--- src/rtl/fp29i_to_fp16_if.sv ---
// Handshake bundle for the FP29i -> FP16 output converter.
// The slave modport is the converter's view; the master modport is the producer/consumer side.
interface fp29i_to_fp16_if #(
    parameter int TAG_W = 4
);
    logic             in_valid;
    logic             in_ready;
    logic             in_sgn;
    logic [5:0]       in_exp;
    logic [21:0]      in_man_dn;
    logic [TAG_W-1:0] in_tag;
    logic             out_valid;
    logic             out_ready;
    logic [15:0]      out_fp16;
    logic [TAG_W-1:0] out_tag;
    logic             out_ovf;
    logic             out_unf;
    logic             out_inexact;

    modport master (
        output in_valid, in_sgn, in_exp, in_man_dn, in_tag, out_ready,
        input  in_ready, out_valid, out_fp16, out_tag, out_ovf, out_unf, out_inexact
    );

    modport slave (
        input  in_valid, in_sgn, in_exp, in_man_dn, in_tag, out_ready,
        output in_ready, out_valid, out_fp16, out_tag, out_ovf, out_unf, out_inexact
    );
endinterface

--- src/rtl/fp29i_to_fp16.sv ---
// Converts denormalized FP29i (1/6/22, Q2.20 mantissa, bias 30) to IEEE FP16 with RNE rounding.
// Three register stages (detect, align, round/pack) under one global stall.
module fp29i_to_fp16 #(
    parameter int TAG_W      = 4,
    parameter bit SAT_ON_OVF = 1'b0
) (
    input  logic           clk,
    input  logic           rst,
    fp29i_to_fp16_if.slave bus
);

    typedef struct packed {
        logic             vld;
        logic             sgn;
        logic [5:0]       expo;
        logic [21:0]      man;
        logic [4:0]       lz_pos;
        logic             zero;
        logic [TAG_W-1:0] tag;
    } s1_t;

    typedef struct packed {
        logic             vld;
        logic             sgn;
        logic             zero;
        logic             tiny;
        logic [5:0]       efld;
        logic [9:0]       frac;
        logic             grd;
        logic             stk;
        logic [TAG_W-1:0] tag;
    } s2_t;

    typedef struct packed {
        logic             vld;
        logic [15:0]      fp16;
        logic [TAG_W-1:0] tag;
        logic             ovf;
        logic             unf;
        logic             inexact;
    } out_t;

    s1_t  s1_q, s1_d;
    s2_t  s2_q, s2_d;
    out_t o_q, o_d;

    logic              stall_s;
    logic signed [7:0] e16_s;
    logic              tiny_s;
    logic [21:0]       aligned_s;
    logic [5:0]        shr_s;
    logic [44:0]       src_s;
    logic [44:0]       wide_s;
    logic              rnd_s;
    logic [16:0]       sum_s;
    logic              ovf_s;
    logic              inx_s;

    function automatic logic [4:0] lead_one(input logic [21:0] m);
        logic [4:0] pos;
        pos = 5'd0;
        for (int i = 0; i < 22; i++) begin
            if (m[i]) pos = 5'(i);
        end
        return pos;
    endfunction

    assign stall_s         = o_q.vld & ~bus.out_ready;
    assign bus.in_ready    = ~stall_s;
    assign bus.out_valid   = o_q.vld;
    assign bus.out_fp16    = o_q.fp16;
    assign bus.out_tag     = o_q.tag;
    assign bus.out_ovf     = o_q.ovf;
    assign bus.out_unf     = o_q.unf;
    assign bus.out_inexact = o_q.inexact;

    // Stage 1: capture the sample and locate its leading one.
    always_comb begin
        s1_d = s1_q;
        if (!stall_s) begin
            s1_d.vld    = bus.in_valid;
            s1_d.sgn    = bus.in_sgn;
            s1_d.expo   = bus.in_exp;
            s1_d.man    = bus.in_man_dn;
            s1_d.lz_pos = lead_one(bus.in_man_dn);
            s1_d.zero   = (bus.in_man_dn == 22'd0);
            s1_d.tag    = bus.in_tag;
        end else begin
            s1_d = s1_q;
        end
    end

    // Stage 2: FP16 exponent, alignment and fraction/guard/sticky extraction.
    always_comb begin
        e16_s     = $signed({2'b00, s1_q.expo}) + $signed({3'b000, s1_q.lz_pos}) - 8'sd35;
        tiny_s    = (e16_s < 8'sd1);
        aligned_s = s1_q.man << (5'd21 - s1_q.lz_pos);
        // Subnormals keep the leading one and shift right by 1-E16; normals drop it.
        shr_s     = tiny_s ? 6'(-e16_s) : 6'd0;
        src_s     = tiny_s ? {aligned_s, 23'd0} : {aligned_s[20:0], 24'd0};
        wide_s    = src_s >> shr_s;
        s2_d      = s2_q;
        if (!stall_s) begin
            s2_d.vld  = s1_q.vld;
            s2_d.sgn  = s1_q.sgn;
            s2_d.zero = s1_q.zero;
            s2_d.tiny = tiny_s;
            s2_d.efld = tiny_s ? 6'd0 : e16_s[5:0];
            s2_d.frac = wide_s[44:35];
            s2_d.grd  = wide_s[34];
            s2_d.stk  = |wide_s[33:0];
            s2_d.tag  = s1_q.tag;
        end else begin
            s2_d = s2_q;
        end
    end

    // Stage 3: round to nearest even, detect overflow and pack the result.
    always_comb begin
        rnd_s = s2_q.grd & (s2_q.stk | s2_q.frac[0]);
        // Fraction carry ripples into the exponent field, which also lifts 0x3FF subnormals to 0x400.
        sum_s = {1'b0, s2_q.efld, s2_q.frac} + {16'd0, rnd_s};
        ovf_s = (sum_s[16:10] >= 7'd31);
        inx_s = s2_q.grd | s2_q.stk;
        o_d   = o_q;
        if (!stall_s) begin
            o_d.vld = s2_q.vld;
            o_d.tag = s2_q.tag;
            if (s2_q.zero) begin
                o_d.fp16    = {s2_q.sgn, 15'd0};
                o_d.ovf     = 1'b0;
                o_d.unf     = 1'b0;
                o_d.inexact = 1'b0;
            end else if (ovf_s) begin
                o_d.fp16    = SAT_ON_OVF ? {s2_q.sgn, 15'h7BFF} : {s2_q.sgn, 15'h7C00};
                o_d.ovf     = 1'b1;
                o_d.unf     = 1'b0;
                o_d.inexact = 1'b1;
            end else begin
                o_d.fp16    = {s2_q.sgn, sum_s[14:0]};
                o_d.ovf     = 1'b0;
                o_d.unf     = s2_q.tiny & inx_s;
                o_d.inexact = inx_s;
            end
        end else begin
            o_d = o_q;
        end
    end

    // Pipeline registers; synchronous reset flushes every stage.
    always_ff @(posedge clk) begin
        if (rst) begin
            s1_q <= '0;
            s2_q <= '0;
            o_q  <= '0;
        end else begin
            s1_q <= s1_d;
            s2_q <= s2_d;
            o_q  <= o_d;
        end
    end

endmodule

--- src/flat_wrapper.sv ---
// flat-port wrapper written by rule: the top's interface ports become plain ports
module fp29i_to_fp16_flat 
#(
    parameter int TAG_W      = 4,
    parameter bit SAT_ON_OVF = 1'b0
)
  (clk, rst, bus_in_valid, bus_in_sgn, bus_in_exp, bus_in_man_dn, bus_in_tag, bus_out_ready, bus_in_ready, bus_out_valid, bus_out_fp16, bus_out_tag, bus_out_ovf, bus_out_unf, bus_out_inexact);
  fp29i_to_fp16_if #(.TAG_W(TAG_W)) bus_i ();
  input  logic clk;
  input  logic rst;
  input wire logic [$bits(bus_i.in_valid)-1:0] bus_in_valid;
  input wire logic [$bits(bus_i.in_sgn)-1:0] bus_in_sgn;
  input wire logic [$bits(bus_i.in_exp)-1:0] bus_in_exp;
  input wire logic [$bits(bus_i.in_man_dn)-1:0] bus_in_man_dn;
  input wire logic [$bits(bus_i.in_tag)-1:0] bus_in_tag;
  input wire logic [$bits(bus_i.out_ready)-1:0] bus_out_ready;
  output wire logic [$bits(bus_i.in_ready)-1:0] bus_in_ready;
  output wire logic [$bits(bus_i.out_valid)-1:0] bus_out_valid;
  output wire logic [$bits(bus_i.out_fp16)-1:0] bus_out_fp16;
  output wire logic [$bits(bus_i.out_tag)-1:0] bus_out_tag;
  output wire logic [$bits(bus_i.out_ovf)-1:0] bus_out_ovf;
  output wire logic [$bits(bus_i.out_unf)-1:0] bus_out_unf;
  output wire logic [$bits(bus_i.out_inexact)-1:0] bus_out_inexact;
  assign bus_i.in_valid = bus_in_valid;
  assign bus_i.in_sgn = bus_in_sgn;
  assign bus_i.in_exp = bus_in_exp;
  assign bus_i.in_man_dn = bus_in_man_dn;
  assign bus_i.in_tag = bus_in_tag;
  assign bus_i.out_ready = bus_out_ready;
  assign bus_in_ready = bus_i.in_ready;
  assign bus_out_valid = bus_i.out_valid;
  assign bus_out_fp16 = bus_i.out_fp16;
  assign bus_out_tag = bus_i.out_tag;
  assign bus_out_ovf = bus_i.out_ovf;
  assign bus_out_unf = bus_i.out_unf;
  assign bus_out_inexact = bus_i.out_inexact;
  fp29i_to_fp16 #(.TAG_W(TAG_W), .SAT_ON_OVF(SAT_ON_OVF)) u_core (.clk(clk), .rst(rst), .bus(bus_i));
endmodule
--- config.mk ---
export PLATFORM = sky130hd
export DESIGN_NAME = fp29i_to_fp16_flat
export DESIGN_NICKNAME = d
export VERILOG_FILES = /design/src/rtl/fp29i_to_fp16_if.sv /design/src/rtl/fp29i_to_fp16.sv /design/src/flat_wrapper.sv
export SDC_FILE = /design/constraint.sdc
export NUM_CORES = 1
export LEC_CHECK = 0
export BUFFER_PORTS_ARGS = -buffer_cell sky130_fd_sc_hd__buf_4
export CAP_MARGIN = 5
export CELL_PAD_IN_SITES_DETAIL_PLACEMENT = 1
export CELL_PAD_IN_SITES_GLOBAL_PLACEMENT = 1
export CORE_ASPECT_RATIO = 1.1
export CORE_MARGIN = 4
export CORE_UTILIZATION = 44
export DETAILED_ROUTE_END_ITERATION = 8
export HOLD_SLACK_MARGIN = 0.06
export PLACE_DENSITY = 0.81
export SYNTH_ARGS = -nofsm -noshare
export SYNTH_HDL_FRONTEND = slang
export SYNTH_SLANG_ARGS = --single-unit
--- constraint.sdc ---
create_clock -name clk -period 5.12 [get_ports clk]
set_input_delay 1.024 -clock clk [delete_from_list [all_inputs] [get_ports clk]]
set_output_delay 1.024 -clock clk [all_outputs]
set_load 0.1 [all_outputs]
==> results.txt <==
----------------------------------------------------
[Run status]
  Result of the run ... complete, no violations

[Setup path]
  Depth of the worst register-to-register path ... 16
  RR Endpoint ... u_core.s2_q[4]
  Startpoint Class ... flop
  Critical Path Sink Type ... flop
  Worst Path Class, Setup ... reg -> reg
  Register-to-register path setup slack ... 540 ps
  CP Data Required Time ... 5350 ps
  Arrival time reported for the critical path endpoint ... 4810 ps
  Reg-to-reg critical path startpoint ... u_core.s1_q[6]
  Crit Path Max Fanout ... 14

[Min path]
  Worst Hold Class ... reg -> reg
  Launch point of the worst hold path ... u_core.bus.out_tag[2]
  Worst hold path stage count ... 2
  Hold EP ... u_core.bus.out_tag[2]

[Global route]
  Global-route total usage across every layer ... 25.45%
  Via count of the first global-routing pass ... 6955
  Remaining global-route overflow ... 0
  Maximum number of pins on one net before global-route repair ... 101
  First-pass GRT wire length ... 35560 um
  Initial antenna violation count ... 0

[Placement]
  Total half-perimeter wirelength after legalization and detailed placement ... 16110 um
  Routability congestion estimate ... 0.9090
  Pre-CTS WS ... 572.9 ps
  IO buf count ... 61
  Area post-placement ... 0.007119 sq mm

[Drt]
  Iteration-0 DRC count of the detailed router ... 309
  Vias post-DR ... 6732
  Number of antenna-violating nets in the routed design ... 0
  Wirelength per Cell ... 19.54 um
  Final Routed Wirelength ... 21550 um
  Detail-routed via count per cell ... 6.103
  First drt pass iteration count ... 5
  Number of design rule violations left after detail routing ... 0

[Floorplanning]
  Die area ... 0.01691 sq mm
  Initial cell density of the core ... 45.17%
  Core Region ... 0.01450 sq mm
  IO Pins ... 62
  Die width ... 124.3 um
  Chip Height ... 136.0 um
  Row cnt ... 46

[STA]
  Slew at the pin with the worst max-slew slack ... 1081 ps
  Final number of hold-violating endpoints ... 0
  Final-layout worst hold slack ... 454.4 ps
  Aggregate negative setup slack ... 0 ps
  Post-route clock period utilization ... 89.48%
  Max frequency ... 218.3 MHz
  Worst Slack Setup Final ... 538.8 ps
  Period minus WS final ... 4581 ps
  Slew margin rel. ... 27.38%
  Final setup violation count ... 0
  Number of max-slew violations in the final report ... 0
  Layout Skew ... 6.853 ps
  RSZ-0062 raised after global routing ... no

[Synthesis]
  Cell Area, Synth ... 0.006551 sq mm
  Net count after synthesis ... 930
  Top_reg_cell synth ... dfxtp_1
  Yosys reg bits ... 90
  Number of flops mapped to enable cells by yosys ... 0
  Number of distinct standard cells referenced by the synthesized netlist ... 74
  Fraction of registers with async set or reset after synthesis ... 0%
  Share of synthesized area occupied by flip-flops and latches ... 27.50%
  Synthesized area divided by synthesized cell count ... 7.462 sq um
  Yosys warns ... 0
  Post-Synthesis Cells ... 878

[Layout]
  Share of cells above drive strength 1 ... 14.49%
  Post-layout nets ... 958
  Diode count ... 0
  Finished layout cell area ... 0.007397 sq mm
  Signed area change from the synthesized netlist to the final layout ... 12.91%

[Clock network]
  CTS H-tree depth ... 3
  Cell at the root of the clock tree ... clkbuf_16
  Number of buffers inserted to repair setup after CTS ... 0
  CTS Buf Count ... 9
  Post_cts resized ... 0
  Clock Tree Buf Depth ... 2
  CTS tree ... yes
  Clk slew on worst S/H paths ... 70 ps
  Hold buffer count at cts ... 0
  Clock insertion delay at the later pin of the skew report ... 350 ps
  Num Clock Sinks ... 90

[Power and ir drop]
  Leakage component of the power ... 2.965 nW
  Total power ... 2.508 mW
  VDD IR max ... 193.9 uV
  Total power divided by cell area ... 339.1 mW/mm^2

[Flow run]
  Max-cap violation count ... 0

----------------------------------------------------
## through the flow
step	cells	utilization, %
after floorplan	878	-
after global placement	1087	49.09
after detailed placement	1087	49.09
after CTS	1103	51.00
after global routing	1103	51.00
final	1103	51.00
## sequential cells by signal (all words and copies together), names as in the netlist
register and cells:
u_core.s2_q 26, u_core.bus.out_inexact 1, u_core.bus.out_valid 1, u_core.bus.out_tag 4, u_core.bus.out_unf 1, u_core.s1_q 40
u_core.bus.out_ovf 1, u_core.bus.out_fp16 16
## metal layers
metal	up-vias	GRT usage (%)	wire, um
met2	158	45.46	10700
met1	3310	32.11	9528
met5	-	0	0
met4	0	7.856	495
met3	36	3.261	829
li1	3228	-	-
## synthesized netlist by cell type, drive strengths merged (5+ instances only)
| library cell | n | area [sq um] |
|---|---|---|
| clkbuf | 37 | 138.9 |
| a2bb2oi | 6 | 52.55 |
| o211ai | 10 | 75.07 |
| a211oi | 16 | 130.1 |
| nand2b | 9 | 56.30 |
| a31oi | 7 | 43.79 |
| o21bai | 6 | 45.04 |
| and3 | 10 | 62.56 |
| mux2i | 27 | 270.3 |
| ha | 14 | 175.2 |
| xnor2 | 10 | 87.58 |
| buf | 21 | 107.6 |
| o21ai | 27 | 135.1 |
| nand2 | 166 | 623.1 |
| mux4 | 21 | 473.0 |
| nand4 | 5 | 31.28 |
| o21a | 5 | 37.54 |
| nor2 | 85 | 326.6 |
| mux2 | 8 | 90.09 |
| dfxtp | 90 | 1802 |
| nor3 | 30 | 155.1 |
| nand3 | 31 | 155.2 |
| a22oi | 19 | 142.6 |
| a21oi | 104 | 528.0 |
| inv | 33 | 123.9 |
| xor2 | 11 | 96.34 |
## power by group
group          switching [mW]  internal (mW)
logic                   0.696          0.373
clock network           0.295          0.335
registers              0.0532          0.754
## worst max-delay path by stage
stage | slack (ps) | end | start | cells past startpoint
2_1_floorplan | 890 | u_core.s2_q[4] | u_core.s1_q[5] | 21
3_3_place_gp | 670 | u_core.s2_q[4] | u_core.s1_q[6] | 14
5_1_grt | 100 | u_core.s2_q[4] | u_core.s1_q[8] | 16
3_5_place_dp | 570 | u_core.s2_q[4] | u_core.s1_q[6] | 16
4_1_cts | 550 | u_core.s2_q[4] | u_core.s1_q[6] | 16
6_report | 540 | u_core.s2_q[4] | u_core.s1_q[6] | 16
## layout make-up
| type | instances | area [sq um] |
|---|---|---|
| multi-input combinational | 696 | 4387 |
| inverter | 34 | 127.6 |
| tap | 192 | 240.2 |
| timing repair buffer | 75 | 563.0 |
| clock inverter | 6 | 48.80 |
| clock buffer | 10 | 229.0 |
| fill | 1863 | 7107 |
| sequential | 90 | 1802 |
## critical path, stage by stage (launching register included)
cell,delay [ps]
dfxtp_1,380
ha_1,310
ha_1,190
inv_1,70
fa_1,400
nand2b_1,160
a21oi_1,210
xor2_1,450
o21a_1,600
nor2_1,300
a21oi_1,190
o2111ai_1,190
o31ai_1,280
o2111a_1,300
a21oi_1,100
a211oi_2,230
o31ai_1,90
## cells by family after synthesis
logic type / share of synthesized area, %
flip-flops: 27.50
adder cells (fa/ha/maj): 2.979
buffers and inverters: 5.710
AO/OA/AOI/OAI: 24.54
XOR/XNOR: 2.807
AND/OR/NAND/NOR: 23.74
multiplexers: 12.72
## cells in the final DEF (no fill, tap or decap), drive strengths merged, types with 4 or more instances in the layout
cell type | synthesis | final
nand2 | 166 | 166
a21oi | 104 | 104
dfxtp | 90 | 90
nor2 | 85 | 85
buf | 21 | 75
inv | 33 | 36
nand3 | 31 | 31
nor3 | 30 | 30
mux2i | 27 | 27
o21ai | 27 | 27
mux4 | 21 | 21
a22oi | 19 | 19
a211oi | 16 | 16
ha | 14 | 14
xor2 | 11 | 11
xnor2 | 10 | 10
and3 | 10 | 10
o211ai | 10 | 10
clkbuf | 37 | 10
nand2b | 9 | 9
mux2 | 8 | 8
a31oi | 7 | 7
o21bai | 6 | 6
a2bb2oi | 6 | 6
o21a | 5 | 5
nand4 | 5 | 5
a211o | 4 | 4
o32ai | 4 | 4
nor4 | 4 | 4
clkinv | 1 | 4
(Power assumes the default switching activity.)
